$ cat config.mk
export PLATFORM = sky130hd
export DESIGN_NAME = mem_arbiter
export DESIGN_NICKNAME = d
export VERILOG_FILES = /design/src/rtl/mem_arbiter.sv
export SDC_FILE = /design/constraint.sdc
export NUM_CORES = 1
export LEC_CHECK = 0
export BUFFER_PORTS_ARGS = -buffer_cell sky130_fd_sc_hd__buf_4
export CAP_MARGIN = 10
export CORE_AREA = 2 2 125 127
export DETAILED_ROUTE_END_ITERATION = 6
export DIE_AREA = 0 0 127 129
export PLACE_DENSITY = 0.66
export RECOVER_POWER = 100
export SETUP_SLACK_MARGIN = 0.05
export SYNTH_ARGS = -nofsm -noshare
export SYNTH_HDL_FRONTEND = slang
export SYNTH_SLANG_ARGS = --single-unit
$ cat constraint.sdc
create_clock -name clk -period 2.6 [get_ports clk]
set_input_delay 0.39 -clock clk [delete_from_list [all_inputs] [get_ports clk]]
set_output_delay 0.39 -clock clk [all_outputs]
set_load 0.01 [all_outputs]
$ cat src/rtl/mem_arbiter.sv
// mem_arbiter: shares one memory port between an instruction channel and a
// data channel. One transaction is in flight at a time; data has fixed
// priority over inst. Each transaction moves IDLE (capture) -> ADDR
// (address phase on mem_*) -> DATA (wait for the response).
//
// Handshake: a master raises <ch>_req with a stable payload and holds both
// until <ch>_addr_ok. The address phase completes in the cycle where
// mem_req and mem_addr_ok are both high. The data phase completes in the
// cycle where mem_data_ok is high while in DATA. addr_ok/data_ok are
// single-cycle pulses and go only to the channel that owns the
// transaction. rdata is only meaningful in the cycle its data_ok is high.
module mem_arbiter (
  input  logic        clk,
  input  logic        resetn,

  input  logic        inst_req,
  input  logic        inst_wr,
  input  logic [1:0]  inst_size,
  input  logic [3:0]  inst_wstrb,
  input  logic [31:0] inst_addr,
  input  logic [31:0] inst_wdata,
  output logic        inst_addr_ok,
  output logic        inst_data_ok,
  output logic [31:0] inst_rdata,

  input  logic        data_req,
  input  logic        data_wr,
  input  logic [1:0]  data_size,
  input  logic [3:0]  data_wstrb,
  input  logic [31:0] data_addr,
  input  logic [31:0] data_wdata,
  output logic        data_addr_ok,
  output logic        data_data_ok,
  output logic [31:0] data_rdata,

  output logic        mem_req,
  output logic        mem_wr,
  output logic [1:0]  mem_size,
  output logic [3:0]  mem_wstrb,
  output logic [31:0] mem_addr,
  output logic [31:0] mem_wdata,
  input  logic        mem_addr_ok,
  input  logic        mem_data_ok,
  input  logic [31:0] mem_rdata,

  output logic [1:0]  dbg_state
);

  typedef enum logic [1:0] {
    IDLE = 2'd0,
    ADDR = 2'd1,
    DATA = 2'd2
  } state_e;

  state_e      state_q, state_d;
  logic        owner_q, owner_d;   // 1 = data channel, 0 = inst channel
  logic        wr_q, wr_d;
  logic [1:0]  size_q, size_d;
  logic [3:0]  wstrb_q, wstrb_d;
  logic [31:0] addr_q, addr_d;
  logic [31:0] wdata_q, wdata_d;

  // State register plus the captured request; reset aborts any transaction
  always_ff @(posedge clk or negedge resetn) begin
    if (!resetn) begin
      state_q <= IDLE;
      owner_q <= 1'b0;
      wr_q    <= 1'b0;
      size_q  <= 2'd0;
      wstrb_q <= 4'd0;
      addr_q  <= 32'd0;
      wdata_q <= 32'd0;
    end else begin
      state_q <= state_d;
      owner_q <= owner_d;
      wr_q    <= wr_d;
      size_q  <= size_d;
      wstrb_q <= wstrb_d;
      addr_q  <= addr_d;
      wdata_q <= wdata_d;
    end
  end

  // Next state; in IDLE pick the winner (data first) and capture its payload
  always_comb begin
    state_d = state_q;
    owner_d = owner_q;
    wr_d    = wr_q;
    size_d  = size_q;
    wstrb_d = wstrb_q;
    addr_d  = addr_q;
    wdata_d = wdata_q;
    case (state_q)
      IDLE: begin
        if (data_req) begin
          state_d = ADDR;
          owner_d = 1'b1;
          wr_d    = data_wr;
          size_d  = data_size;
          wstrb_d = data_wstrb;
          addr_d  = data_addr;
          wdata_d = data_wdata;
        end else if (inst_req) begin
          state_d = ADDR;
          owner_d = 1'b0;
          wr_d    = inst_wr;
          size_d  = inst_size;
          wstrb_d = inst_wstrb;
          addr_d  = inst_addr;
          wdata_d = inst_wdata;
        end
      end
      ADDR:    if (mem_addr_ok) state_d = DATA;
      DATA:    if (mem_data_ok) state_d = IDLE;
      default: state_d = IDLE;
    endcase
  end

  // Outputs: memory side from the captured fields, pulses steered to owner
  always_comb begin
    mem_req      = (state_q == ADDR);
    mem_wr       = wr_q;
    mem_size     = size_q;
    mem_wstrb    = wstrb_q;
    mem_addr     = addr_q;
    mem_wdata    = wdata_q;
    inst_addr_ok = (state_q == ADDR) && mem_addr_ok && !owner_q;
    data_addr_ok = (state_q == ADDR) && mem_addr_ok &&  owner_q;
    inst_data_ok = (state_q == DATA) && mem_data_ok && !owner_q;
    data_data_ok = (state_q == DATA) && mem_data_ok &&  owner_q;
    inst_rdata   = mem_rdata;
    data_rdata   = mem_rdata;
    dbg_state    = state_q;
  end

endmodule

==> results summary, run 1 <==
The multi-input combinational cell area came out at 0.00170 mm². In this run the clock root is driven by a sky130_fd_sc_hd__clkbuf_16. For this run, the total global-route usage over all layers was measured as 0.125. Of the total synthesized cell area, the portion taken by XOR and XNOR cells is 0. The placed cell area came out at 0.00578 mm². After floorplanning, the core was sized to cover 0.0150 mm².

The total count of hold-check failures in the final report came out at 0. The maximum number of buffers from clock root to sink is 2. The data arrival time at the worst-slack endpoint came out at 2.15 ns.

The net count reported at finish is 650. The worst setup path is captured at a register. The largest vdd supply drop came out at 0.637 mV. The synthesized cell area is 0.00447 mm². The post-synthesis to final-layout area growth is 22.6%. For this design, the sink count on the clock tree is 74. The number of vias per cell is 4.34.

The die width is 127 µm. The max-cap violation count came out at 1. The number of ports placed on the die boundary came out at 322.

The actual slew at the worst max-slew pin came out at 1.85 ns. The first global-routing pass estimated 16100 µm of wire. The number of setup violations in the final report is 0. The flip-flop and latch count after synthesis came out at 74.

Measured along the y axis, the die boundary spans 129 µm. The clock transition time at the flip-flop clock pins of the worst setup and hold paths is 0.06 ns. The first-iteration detailed-routing DRC count came out at 49. The post-synthesis area per instance came out at 14.4 µm². The internal power contribution is 3.38 mW. The warning count from the yosys run came out at 0. The floorplan die area came out at 0.0164 mm². The via count of the first global-routing pass is 3137.

For this run, design rule violations remaining after detail routing come to 0. The fill cell total of the finished layout came out at 1586. At the worst endpoint, the required time is 2.82 ns.

After layout, the minimum clock period comes to 1.93 ns. Of the total synthesized cell area, the portion taken by AND, OR, NAND and NOR gates is 0.0129. The maximum number of pins on one net before global-route repair is 75. Of the available clock period, the critical path in the final layout requires 0.742.

The critical path is of the reg2reg type. The critical path goes through nor2_1 -> o21a_4 -> buf_6 -> mux2_2. The routed wire length came out at 10200 µm. The tightest min-delay check is of the in2reg type. The number of vias after detailed routing is 2879.

The checks that failed: capacitance limit, slew limit. The initial antenna violation count came out at 0. The count of buffers added on input and output ports is 225. The residual overflow from global routing came out at 0.

The power per standard cell area is 958 mW/mm². Along the worst path, the maximum fanout reaches 71. After floorplanning, the core was divided into 45 placement rows.

The design area came out at 0.00548 mm². Setup repair after global routing left no endpoint under its margin. When the netlist entered floorplanning its net count stood at 491. Between clock sinks in the finished design, the worst skew comes to 0.00776 ns.

The compound-gate portion of the synthesized area came out at 0.00644. Of the total synthesized cell area, the portion taken by full adders, half adders and majority gates is 0. The final RePlAce weighted congestion came out at 0.716.

The final number of max-transition violations is 75. The TritonCTS buffer count came out at 9. In this run the power spent charging and discharging nets is 1.87 mW. The portion of the post-synthesis area used by sequential elements came out at 0.414. The worst slew margin relative to its limit is -0.233.

The CTS tree is done. The total half-perimeter wirelength after legalization and detailed placement came out at 7610 µm. The number of distinct library cells after synthesis came out at 19. After synthesis, the share of cell area in mux cells is 0.416. The final-layout setup total negative slack came out at 0 ns.

For this run, the top clock speed supported by timing is 0.518 GHz. After synthesis, the largest family of logic cells by area is multiplexers. The later pin in the worst-skew pair is clocked with a latency of 0.33 ns.

The slowest stage of the critical path belongs to the cell sky130_fd_sc_hd__buf_6. The synthesized instance count came out at 311. Of the total power, the share spent switching nets is 0.357. The clock network power share came out at 0.212. The leakage dissipation is 2.42 nW. In this run the remaining antenna-violating nets after routing total 0. The storage element area is 0.00185 mm².

The fraction of final layout cells sized beyond drive strength 1 is 0.503. The largest single stage delay on the critical path is 0.52 ns. The worst setup path is launched from a register. The post-detailed-route wirelength per cell is 15.4 µm. The CTS H-tree depth came out at 3. On the final layout, the worst hold slack is 0.258 ns.

The sequential cell fraction of total power is 0.397. The count of hold buffers inserted by post-cts repair is 0. The proportion of power drawn by combinational gates is 0.391. Buffers added to address setup during post-CTS repair amount to 0. The flow ran to the end, but the final reports show violations. The detailed-router iteration count before antenna repair is 3. The antenna diode count is 0. The post-cts resize count is 0. The initial standard-cell utilization of the core is 0.299.
==> synthesized netlist by cell type <==
| library cell | instances | share of area |
|---|---|---|
| sky130_fd_sc_hd__buf_4 | 64 | 0.11 |
| sky130_fd_sc_hd__mux2_2 | 72 | 0.18 |
| sky130_fd_sc_hd__dfrtp_1 | 74 | 0.41 |
| sky130_fd_sc_hd__o21a_1 | 1 | 0.0017 |
| sky130_fd_sc_hd__buf_6 | 1 | 0.0025 |
| sky130_fd_sc_hd__a22o_1 | 1 | 0.0020 |
| sky130_fd_sc_hd__nand2_1 | 3 | 0.0025 |
| sky130_fd_sc_hd__nor2b_1 | 1 | 0.0014 |
| sky130_fd_sc_hd__nor3_1 | 2 | 0.0022 |
| sky130_fd_sc_hd__nor2_2 | 1 | 0.0014 |
| sky130_fd_sc_hd__o21ai_0 | 1 | 0.0011 |
| sky130_fd_sc_hd__and3_1 | 1 | 0.0014 |
| sky130_fd_sc_hd__nor2_1 | 1 | 0.00084 |
| sky130_fd_sc_hd__buf_12 | 7 | 0.031 |
| sky130_fd_sc_hd__a211oi_1 | 1 | 0.0017 |
| sky130_fd_sc_hd__mux2_4 | 70 | 0.24 |
| sky130_fd_sc_hd__nand2b_1 | 1 | 0.0014 |
| sky130_fd_sc_hd__buf_2 | 8 | 0.0090 |
| sky130_fd_sc_hd__nor3b_1 | 1 | 0.0017 |
==> final cells by class <==
class | instances | share of cell area
Sequential cell | 74 | 0.338
Multi-Input combinational cell | 157 | 0.310
Timing Repair Buffer | 228 | 0.261
Tap cell | 188 | 0.0429
Clock buffer | 11 | 0.0425
Clock inverter | 5 | 0.00571
==> worst paths after layout <==
kind                               from             to  slack (ns)  cells after the start
min in group asynchronous        resetn   mem_addr[18]        0.57                      1
setup / recovery           dbg_state[0]   mem_addr[14]        0.67                      4
hold / removal              mem_addr_ok   dbg_state[0]        0.26                      2
setup reg to reg           dbg_state[0]   mem_addr[14]        0.67                      4
hold reg to reg             mem_addr[2]    mem_addr[2]        0.48                      1
max in group asynchronous        resetn  mem_wdata[10]        0.94                      1
==> layer usage <==
layer	up-vias	GRT usage	wire, µm	share of wire
li1	1341	-	-	-
met1	1358	0.133	3660	0.36
met2	146	0.217	5310	0.52
met3	34	0.0507	949	0.093
met4	0	0.0562	317	0.031
met5	-	0	0	0
==> power by group through the flow <==
stage          logic, mW  clock network [mW]  registers, mW
6_report            2.05                1.11           2.09
5_1_grt             2.25                1.22           2.17
4_1_cts             3.27                1.17           2.15
3_5_place_dp        3.27                   0           2.14
3_3_place_gp        3.21                   0           2.14
2_1_floorplan       1.91                   0           2.37
==> layout by cell type, fill, tap and decap left out, drive strengths merged <==
cell type / Yosys / routed
a211oi: 1 / 1
nor3b: 1 / 1
o21a: 1 / 1
clkinv: 0 / 4
nor2b: 1 / 1
nand2: 3 / 3
nand2b: 1 / 1
mux2: 142 / 142
and3: 1 / 1
nor2: 2 / 2
clkbuf: 0 / 90
a22o: 1 / 1
buf: 80 / 149
nor3: 2 / 2
clkinvlp: 0 / 1
o21ai: 1 / 1
dfrtp: 74 / 74
==> cell families after synthesis <==
kind of cell,after synthesis
compound gates,4
buf+inv,80
flops,74
mux,142
simple gates,11
==> critical path, delay by kind of cell, from the launching register on <==
| family | cells | cell delay (ns) |
|---|---|---|
| AO/OA/AOI/OAI | 1 | 0.16 |
| buffers and inverters | 1 | 0.52 |
| flip-flops | 1 | 0.46 |
| multiplexers | 1 | 0.41 |
| AND/OR/NAND/NOR | 1 | 0.23 |
==> through the flow <==
step | setup slack (ns) | util | instances | total power, mW
after floorplan | 1.10 | - | 311 | 4.28
after global placement | 0.865 | 0.386 | 647 | 5.35
after detailed placement | 0.821 | 0.386 | 647 | 5.41
after CTS | 0.778 | 0.404 | 663 | 6.59
after global routing | 0.500 | 0.366 | 663 | 5.64
final | 0.670 | 0.366 | 663 | 5.25
==> state kept, by name, summed over array words and instances (netlist names) <==
name,cells
mem_addr,32
mem_wdata,32
mem_wstrb,4
dbg_state,2
mem_size,2
mem_wr,1
owner_q,1
(Power assumes the default switching activity.)
==> run 2, diff against run 1 <==
ABC_AREA = 1   (was default)
CORE_AREA = 2 2 123 125   (was 2 2 125 127)
DIE_AREA = 0 0 125 127   (was 0 0 127 129)
PLACE_DENSITY = 0.68   (was 0.66)
clock period = 1.64 ns   (was 2.6 ns; I/O delays follow)
==> results summary, run 2 <==
The count of unresolved DRC violations after routing came out at 0 (unchanged). The total global routing track utilization came out at 0.158 (was 0.125). The first-pass GRT wire length was 20000 µm (was 16100 µm).

The post-detailed-route wirelength per cell came out at 12.9 µm (was 15.4 µm). The dominant combinational cell family by area after synthesis was simple AND/OR/NAND/NOR gates (was multiplexers). The first-iteration detailed-routing DRC count came to 191 (was 49). The number of ports placed on the die boundary is 322 (unchanged). The CTS tree is done (unchanged). The antenna diode count came out at 0 (unchanged). The number of distinct library cells after synthesis is 11 (was 19). The number of vias after detailed routing is 4104 (was 2879). The clock latency reported for the late side of the worst-skew pair is 0.33 ns (about the same). The multiplexer share of the synthesized area came out at 0 (was 0.416).

The highest attainable clock frequency is 0.655 GHz. The fraction of synthesized cell area in xor and xnor cells is 0 (unchanged). The switching power total is 3.47 mW (was 1.87 mW).

The leakage dissipation came out at 3.25 nW (was 2.42 nW). Critical-path cell list: clkbuf_4 -> nand3_1 -> nor2_1 -> clkbuf_1 (was nor2_1 -> o21a_4 -> buf_6 -> mux2_2). Status: finished, final reports clean (was finished with violations).

The adder-cell share of the synthesized area came out at 0 (unchanged). The simple-gate share of the synthesized area was 0.399 (was 0.0129). The setup clock skew after layout was 0.00338 ns (was 0.00776 ns). The number of setup violations in the final report is 0 (unchanged). The number of sinks on the clock net was 74 (unchanged). The final RePlAce weighted congestion is 0.790 (was 0.716). The startpoint kind of the worst setup timing path is a register (unchanged). The buffers plus inverters on the worst setup path came out at 2 (was 1). The most repeated cell in the gate-level netlist after synthesis is sky130_fd_sc_hd__nand2_1 (was sky130_fd_sc_hd__dfrtp_1). The row count came out at 44 (was 45). The floorplan die area came out at 0.0159 mm² (was 0.0164 mm²). The CTS H-tree depth is 3 (unchanged). The met2 track utilization from global routing came out at 0.263 (was 0.217). The post-synthesis area per instance is 6.78 µm² (was 14.4 µm²). The most area-hungry cell type in the Yosys netlist was sky130_fd_sc_hd__dfrtp_1 (unchanged). The async set-reset flop share out of synthesis is 1.00 (unchanged). The area of the core is 0.0144 mm² (was 0.0150 mm²).

The proportion of power drawn by combinational gates is 0.414 (was 0.391). Cell types with the highest counts after synthesis: sky130_fd_sc_hd__nand2_1, sky130_fd_sc_hd__dfrtp_1, sky130_fd_sc_hd__buf_4, sky130_fd_sc_hd__buf_2 (was sky130_fd_sc_hd__dfrtp_1, sky130_fd_sc_hd__mux2_2, sky130_fd_sc_hd__mux2_4, sky130_fd_sc_hd__buf_4, sky130_fd_sc_hd__buf_2). The data arrival time at the worst-slack endpoint is 1.28 ns (was 2.15 ns). The maximum number of buffers from clock root to sink is 2 (unchanged). The residual overflow from global routing came out at 0 (unchanged). The worst min-delay path class is in2reg (unchanged).

The synthesized instance count came out at 618 (was 311). The worst slew margin relative to its limit is 0.529 (was -0.233). The total half-perimeter wirelength after legalization and detailed placement is 9150 µm (was 7610 µm). The sequential cell fraction of total power came out at 0.362 (was 0.397). The met3 track demand over resource in global routing is 0.0482 (was 0.0507). The count of flip-flops with a built-in enable after synthesis is 0 (unchanged). The critical path required time came out at 1.39 ns (was 2.82 ns).

The internal power contribution is 5.24 mW (was 3.38 mW). The routed wire length is 12400 µm (was 10200 µm). The synthesized cell area is 0.00419 mm² (was 0.00447 mm²). The met1 usage is 0.183 (was 0.133). The maximum number of pins on one net before global-route repair came out at 52 (was 75).

The share of the clock period used by the worst path is 0.931. The final number of max-transition violations is 0 (was 75). The top cell type's share of synthesized area came out at 0.442 (was 0.414). The most used flip-flop cell after synthesis is sky130_fd_sc_hd__dfrtp_1 (unchanged). The detailed-router iteration count before antenna repair came out at 4 (was 3). The fraction of final layout cells sized beyond drive strength 1 is 0.237 (was 0.503). Leading post-synthesis cells by cell area: sky130_fd_sc_hd__dfrtp_1, sky130_fd_sc_hd__nand2_1, sky130_fd_sc_hd__buf_4, sky130_fd_sc_hd__buf_2, sky130_fd_sc_hd__clkbuf_1 (was sky130_fd_sc_hd__dfrtp_1, sky130_fd_sc_hd__mux2_4, sky130_fd_sc_hd__mux2_2, sky130_fd_sc_hd__buf_4, sky130_fd_sc_hd__buf_12).

The power per standard cell area came out at 1550 mW/mm² (was 958 mW/mm²). The compound-gate portion of the synthesized area is 0.00239 (was 0.00644). The net count of the mapped netlist came out at 798 (was 491). The max-cap violation count is 0 (was 1). The clock tree root buffer cell was sky130_fd_sc_hd__clkbuf_16 (unchanged). The actual slew at the worst max-slew pin came out at 0.706 ns (was 1.85 ns). The total count of hold-check failures in the final report came out at 0 (unchanged). The die width is 125 µm (was 127 µm).

The number of vias per cell was 4.26 (was 4.34). The TritonCTS buffer count is 9 (unchanged). The final-layout setup total negative slack is 0 ns (unchanged).

The initial antenna violation count is 0 (unchanged). The warning count from the yosys run is 0 (unchanged). The share of the core filled with cells came out at 0.391 (was 0.366). The minimum period implied by the final worst setup slack came out at 1.53 ns. The number of nets with antenna violations after routing came to 0 (unchanged). Most frequent cells in the layout: sky130_fd_sc_hd__nand2_1, sky130_fd_sc_hd__buf_4, sky130_fd_sc_hd__clkbuf_1 (was sky130_fd_sc_hd__buf_4, sky130_fd_sc_hd__clkbuf_1, sky130_fd_sc_hd__dfrtp_1). The portion of the post-synthesis area used by sequential elements came out at 0.442 (was 0.414). The fill cell total of the finished layout came out at 1585 (was 1586).

The net count reported at finish came to 956 (was 650). The post-synthesis to final-layout area growth came out at 34.5% (was 22.6%). The layer with the highest usage after global routing is met2 (unchanged). The port buffer count is 225 (unchanged). The clock transition time at the flip-flop clock pins of the worst setup and hold paths was 0.05 ns (was 0.06 ns). The switching power as a share of total power came to 0.398 (was 0.357).

The sort of element at the end of the critical path is an output port (was register). The slowest cell on the critical path is sky130_fd_sc_hd__dfrtp_2 (was sky130_fd_sc_hd__buf_6). The flip-flop and latch count after synthesis was 74 (unchanged). The initial standard-cell utilization of the core is 0.291 (was 0.299). The largest vdd supply drop is 0.804 mV (was 0.637 mV). The most common library cell in the layout ignoring fill and taps is sky130_fd_sc_hd__nand2_1 (was sky130_fd_sc_hd__buf_4). The largest fanout on the critical path is 3 (was 71). The largest stage delay on the critical path is 0.39 ns (was 0.52 ns). The category of the critical setup timing path is reg2out (was reg2reg). Setup repair after global routing missed its margin: no (unchanged). The clock network power share came out at 0.224 (was 0.212). The cell type group with the largest total delay on the critical path is flip-flops (was buffers and inverters). The via count of the first global-routing pass was 3984 (was 3137). The die height is 127 µm (was 129 µm).
-- run 2: power by group through the flow --
stage | sequential, mW | clock (mW) | combinational, mW
5_1_grt | 3.26 | 2.12 | 4.10
3_3_place_gp | 3.19 | 0 | 4.21
4_1_cts | 3.18 | 2.03 | 4.39
3_5_place_dp | 3.18 | 0 | 4.29
2_1_floorplan | 3.56 | 0 | 1.83
6_report | 3.15 | 1.95 | 3.61
-- run 2: routing by layer --
| metal | routed length [µm] | share of wire |
|---|---|---|
| met4 | 481 | 0.039 |
| met3 | 1030 | 0.083 |
| met5 | 0 | 0 |
| met1 | 5170 | 0.42 |
| met2 | 5750 | 0.46 |
-- run 2: logic make-up (layout without fill, tap and decap cells) --
kind of cell,Yosys count,after routing
AO/OA/AOI/OAI,2,2
flip-flops,74,74
AND/OR/NAND/NOR,443,443
buffers and inverters,99,260
-- run 2: worst paths after layout --
check / from / endpoint / slack [ns] / cells after the start
setup / recovery: dbg_state[1] / data_data_ok / 0.11 / 4
hold / removal: mem_data_ok / dbg_state[1] / 0.11 / 2
setup reg to reg: dbg_state[1] / mem_addr[31] / 0.19 / 6
hold reg to reg: mem_wdata[20] / mem_wdata[20] / 0.47 / 2
max in group asynchronous: resetn / dbg_state[1] / 0.29 / 3
min in group asynchronous: resetn / mem_wdata[2] / 0.32 / 2
-- run 2: final cells by class --
cell class | count | area (µm²) | area share
clock buffer | 11 | 253 | 0.0448
clock inverter | 3 | 40.0 | 0.00710
inverter | 6 | 22.5 | 0.00400
multi-input combinational | 445 | 1700 | 0.301
sequential | 74 | 1850 | 0.329
tap | 184 | 230 | 0.0408
timing repair buffer | 240 | 1540 | 0.273
-- run 2: timing repair --
action	in CTS	in global routing
gates resized for setup	6	1
hold buffers	1	0
cloned	0	0
buffers inserted	4	0
endpoints found under the setup margin	2	1
hold endpoints to repair	46	0
pin swaps	1	0
-- run 2: metrics by stage --
stage	std cells	power [mW]	hold slack, ns	worst slack (ns)	instance area, µm²
2_1_floorplan	618	5.40	-0.0496	0.387	4190
3_5_place_dp	944	7.47	0.0670	0.192	5590
5_1_grt	963	9.48	0.107	0.0202	5640
6_report	963	8.71	0.108	0.113	5640
3_3_place_gp	944	7.40	0.0665	0.163	5590
4_1_cts	963	9.60	0.0848	0.0694	5940
==> run 3, diff against run 2 <==
CORE_AREA = 2 2 125 127   (was 2 2 123 125)
DIE_AREA = 0 0 127 129   (was 0 0 125 127)
PLACE_DENSITY = 0.64   (was 0.68)
clock period = 1.85 ns   (was 1.64 ns; I/O delays follow)
==> results summary, run 3 (synthesis gave the netlist of run 2 again) <==
Status: finished, final reports clean (unchanged). The actual slew at the worst max-slew pin came out at 1.04 ns (was 0.706 ns). The largest stage delay on the critical path came out at 0.44 ns (was 0.39 ns). The most common library cell in the layout ignoring fill and taps was sky130_fd_sc_hd__nand2_1 (unchanged). The number of vias per cell is 4.21 (was 4.26). The maximum number of buffers from clock root to sink came out at 2 (unchanged). The final number of max-transition violations came to 0 (unchanged).

The initial antenna violation count is 0 (unchanged). The max-cap violation count is 0 (unchanged). The leakage dissipation is 3.21 nW (was 3.25 nW).

The net count reported at finish came to 950 (was 956). The clock tree root buffer cell is sky130_fd_sc_hd__clkbuf_16 (unchanged). The CTS H-tree depth came out at 3 (unchanged).

The number of placed cells counting well taps is 946 (was 944). The first-iteration detailed-routing DRC count came to 148 (was 191). The startpoint kind of the worst setup timing path is a register (unchanged).

The share of the clock period used by the worst path came out at 0.869. The terminus of the critical flop-to-flop path is mem_addr[27] (was mem_addr[31]). The count of unresolved DRC violations after routing came out at 0 (unchanged).

The startpoint of the most critical register-to-register path is dbg_state[1] (unchanged). The floorplan die area is 0.0164 mm² (was 0.0159 mm²). The residual overflow from global routing came out at 0 (unchanged). The area of the core was 0.0150 mm² (was 0.0144 mm²). The die height came out at 129 µm (was 127 µm).

Setup repair after global routing missed its margin: no (unchanged). The port buffer count is 225 (unchanged). The final cell count without fillers came out at 963 (unchanged).

The initial standard-cell utilization of the core came out at 0.280 (was 0.291). The post-synthesis to final-layout area growth was 33.0% (was 34.5%). The antenna diode count came out at 0 (unchanged). The final RePlAce weighted congestion is 0.751 (was 0.790). Critical-path cell list: nor2_2 -> nand2_1 -> nor2_1 -> clkbuf_1 (was clkbuf_4 -> nand3_1 -> nor2_1 -> clkbuf_1).

The worst slew margin relative to its limit came out at 0.305 (was 0.529). The number of post-CTS setup repair buffers came out at 0 (was 4). The row count is 45 (was 44). The fill cell total of the finished layout is 1666 (was 1585). The critical path launch point is dbg_state[1] (unchanged). The slowest cell on the critical path was sky130_fd_sc_hd__dfrtp_1 (was sky130_fd_sc_hd__dfrtp_2). The largest vdd supply drop was 0.621 mV (was 0.804 mV). The number of sinks on the clock net is 74 (unchanged). The cell type group with the largest total delay on the critical path is flip-flops (unchanged). The number of nets with antenna violations after routing came out at 0 (unchanged). The die width came out at 127 µm (was 125 µm). The clock latency reported for the late side of the worst-skew pair was 0.33 ns (about the same). The power per standard cell area came to 1360 mW/mm² (was 1550 mW/mm²). The category of the critical setup timing path is reg2out (unchanged).

The slack of the worst reg-to-reg path came to 0.28 ns (was 0.19 ns). The number of ports placed on the die boundary came to 322 (unchanged). The total count of hold-check failures in the final report is 0 (unchanged).

The clock transition time at the flip-flop clock pins of the worst setup and hold paths was 0.06 ns (was 0.05 ns). The detailed-router iteration count before antenna repair came to 4 (unchanged). The number of vias after detailed routing came out at 4056 (was 4104). The largest fanout on the critical path is 6 (was 3). The number of setup violations in the final report came out at 0 (unchanged). The number of cells on the worst reg-to-reg path came out at 5 (was 6). The overall power consumption was 7.59 mW (was 8.71 mW). The worst min-delay path class is in2reg (unchanged). The first-pass GRT wire length is 19600 µm (was 20000 µm). The minimum period implied by the final worst setup slack came out at 1.61 ns. The sort of element at the end of the critical path is an output port (unchanged). The number of instances on the worst hold path came out at 2 (unchanged). The final-layout setup total negative slack was 0 ns (unchanged).

The routed wire length came out at 12500 µm (was 12400 µm). The total global routing track utilization is 0.153 (was 0.158). The capture endpoint of the worst hold path was dbg_state[0] (was dbg_state[1]). The design area is 0.00557 mm² (was 0.00564 mm²). The worst hold margin was 0.139 ns (was 0.108 ns). The data arrival time at the worst-slack endpoint came out at 1.33 ns (was 1.28 ns). The buffers plus inverters on the worst setup path came out at 1 (was 2). The fraction of final layout cells sized beyond drive strength 1 came to 0.226 (was 0.237). Derived from the worst setup path, the maximum achievable clock frequency is 0.622 GHz. The placed cell area is 0.00559 mm² (about the same).

The CTS tree is done (unchanged). The setup clock skew after layout came out at 0.00627 ns (was 0.00338 ns). The via count of the first global-routing pass came out at 3854 (was 3984). The critical path required time is 1.57 ns (was 1.39 ns). The start point of the worst min-delay path was mem_addr_ok (was mem_data_ok). The total half-perimeter wirelength after legalization and detailed placement was 8900 µm (was 9150 µm). Most frequent cells in the layout: sky130_fd_sc_hd__nand2_1, sky130_fd_sc_hd__buf_4, sky130_fd_sc_hd__clkbuf_1 (unchanged). The maximum number of pins on one net before global-route repair is 75 (was 52).

The TritonCTS buffer count is 9 (unchanged). The post-detailed-route wirelength per cell came out at 12.9 µm (about the same).
run 3: metrics by stage:
stage	utilization	setup WS [ns]
after global placement	0.373	0.510
after CTS	0.394	0.174
after global routing	0.372	0.0845
final	0.372	0.242
after floorplan	-	0.566
after detailed placement	0.373	0.474
run 3: worst register-to-register path, delay by kind of cell (launching register included):
family / cells / cell delay (ns)
buf+inv: 1 / 0.43
simple gates: 4 / 0.60
flops: 1 / 0.44
run 3: worst max-delay path by stage:
stage | endpoint | slack (ns) | depth (start not counted)
2_1_floorplan | data_addr_ok | 0.57 | 4
3_3_place_gp | mem_addr[17] | 0.51 | 5
3_5_place_dp | mem_addr[27] | 0.47 | 5
4_1_cts | inst_addr_ok | 0.17 | 5
5_1_grt | data_addr_ok | 0.08 | 5
6_report | inst_addr_ok | 0.24 | 4
run 3: layout make-up:
cell class                 instances  area [µm²]  share of cell area
multi-input combinational        445        1690               0.303
timing repair buffer             234        1490               0.267
sequential                        74        1850               0.332
tap                              188         235              0.0422
clock buffer                      12         267              0.0478
inverter                           6        22.5             0.00404
clock inverter                     4        25.0             0.00449
run 3: per-layer routing:
layer  GRT usage  up-vias  share of wire
met4      0.0782        0          0.035
met1       0.179     1786           0.42
met2       0.260      155           0.48
li1            -     2076              -
met5           0        -              0
met3      0.0395       39          0.066
run 3: repair_timing:
item                                   in CTS  in global routing
hold buffers                                1                  0
setup endpoints to repair                   0                  2
endpoints found under the hold margin      74                  0
gates resized for setup                     0                  1
run 3: report_power, final:
part,total (mW),switching [mW],internal [mW]
clock,1.69,0.678,1.01
combinational,3.08,2.01,1.07
sequential,2.81,0.427,2.39
total,7.59,3.12,4.47
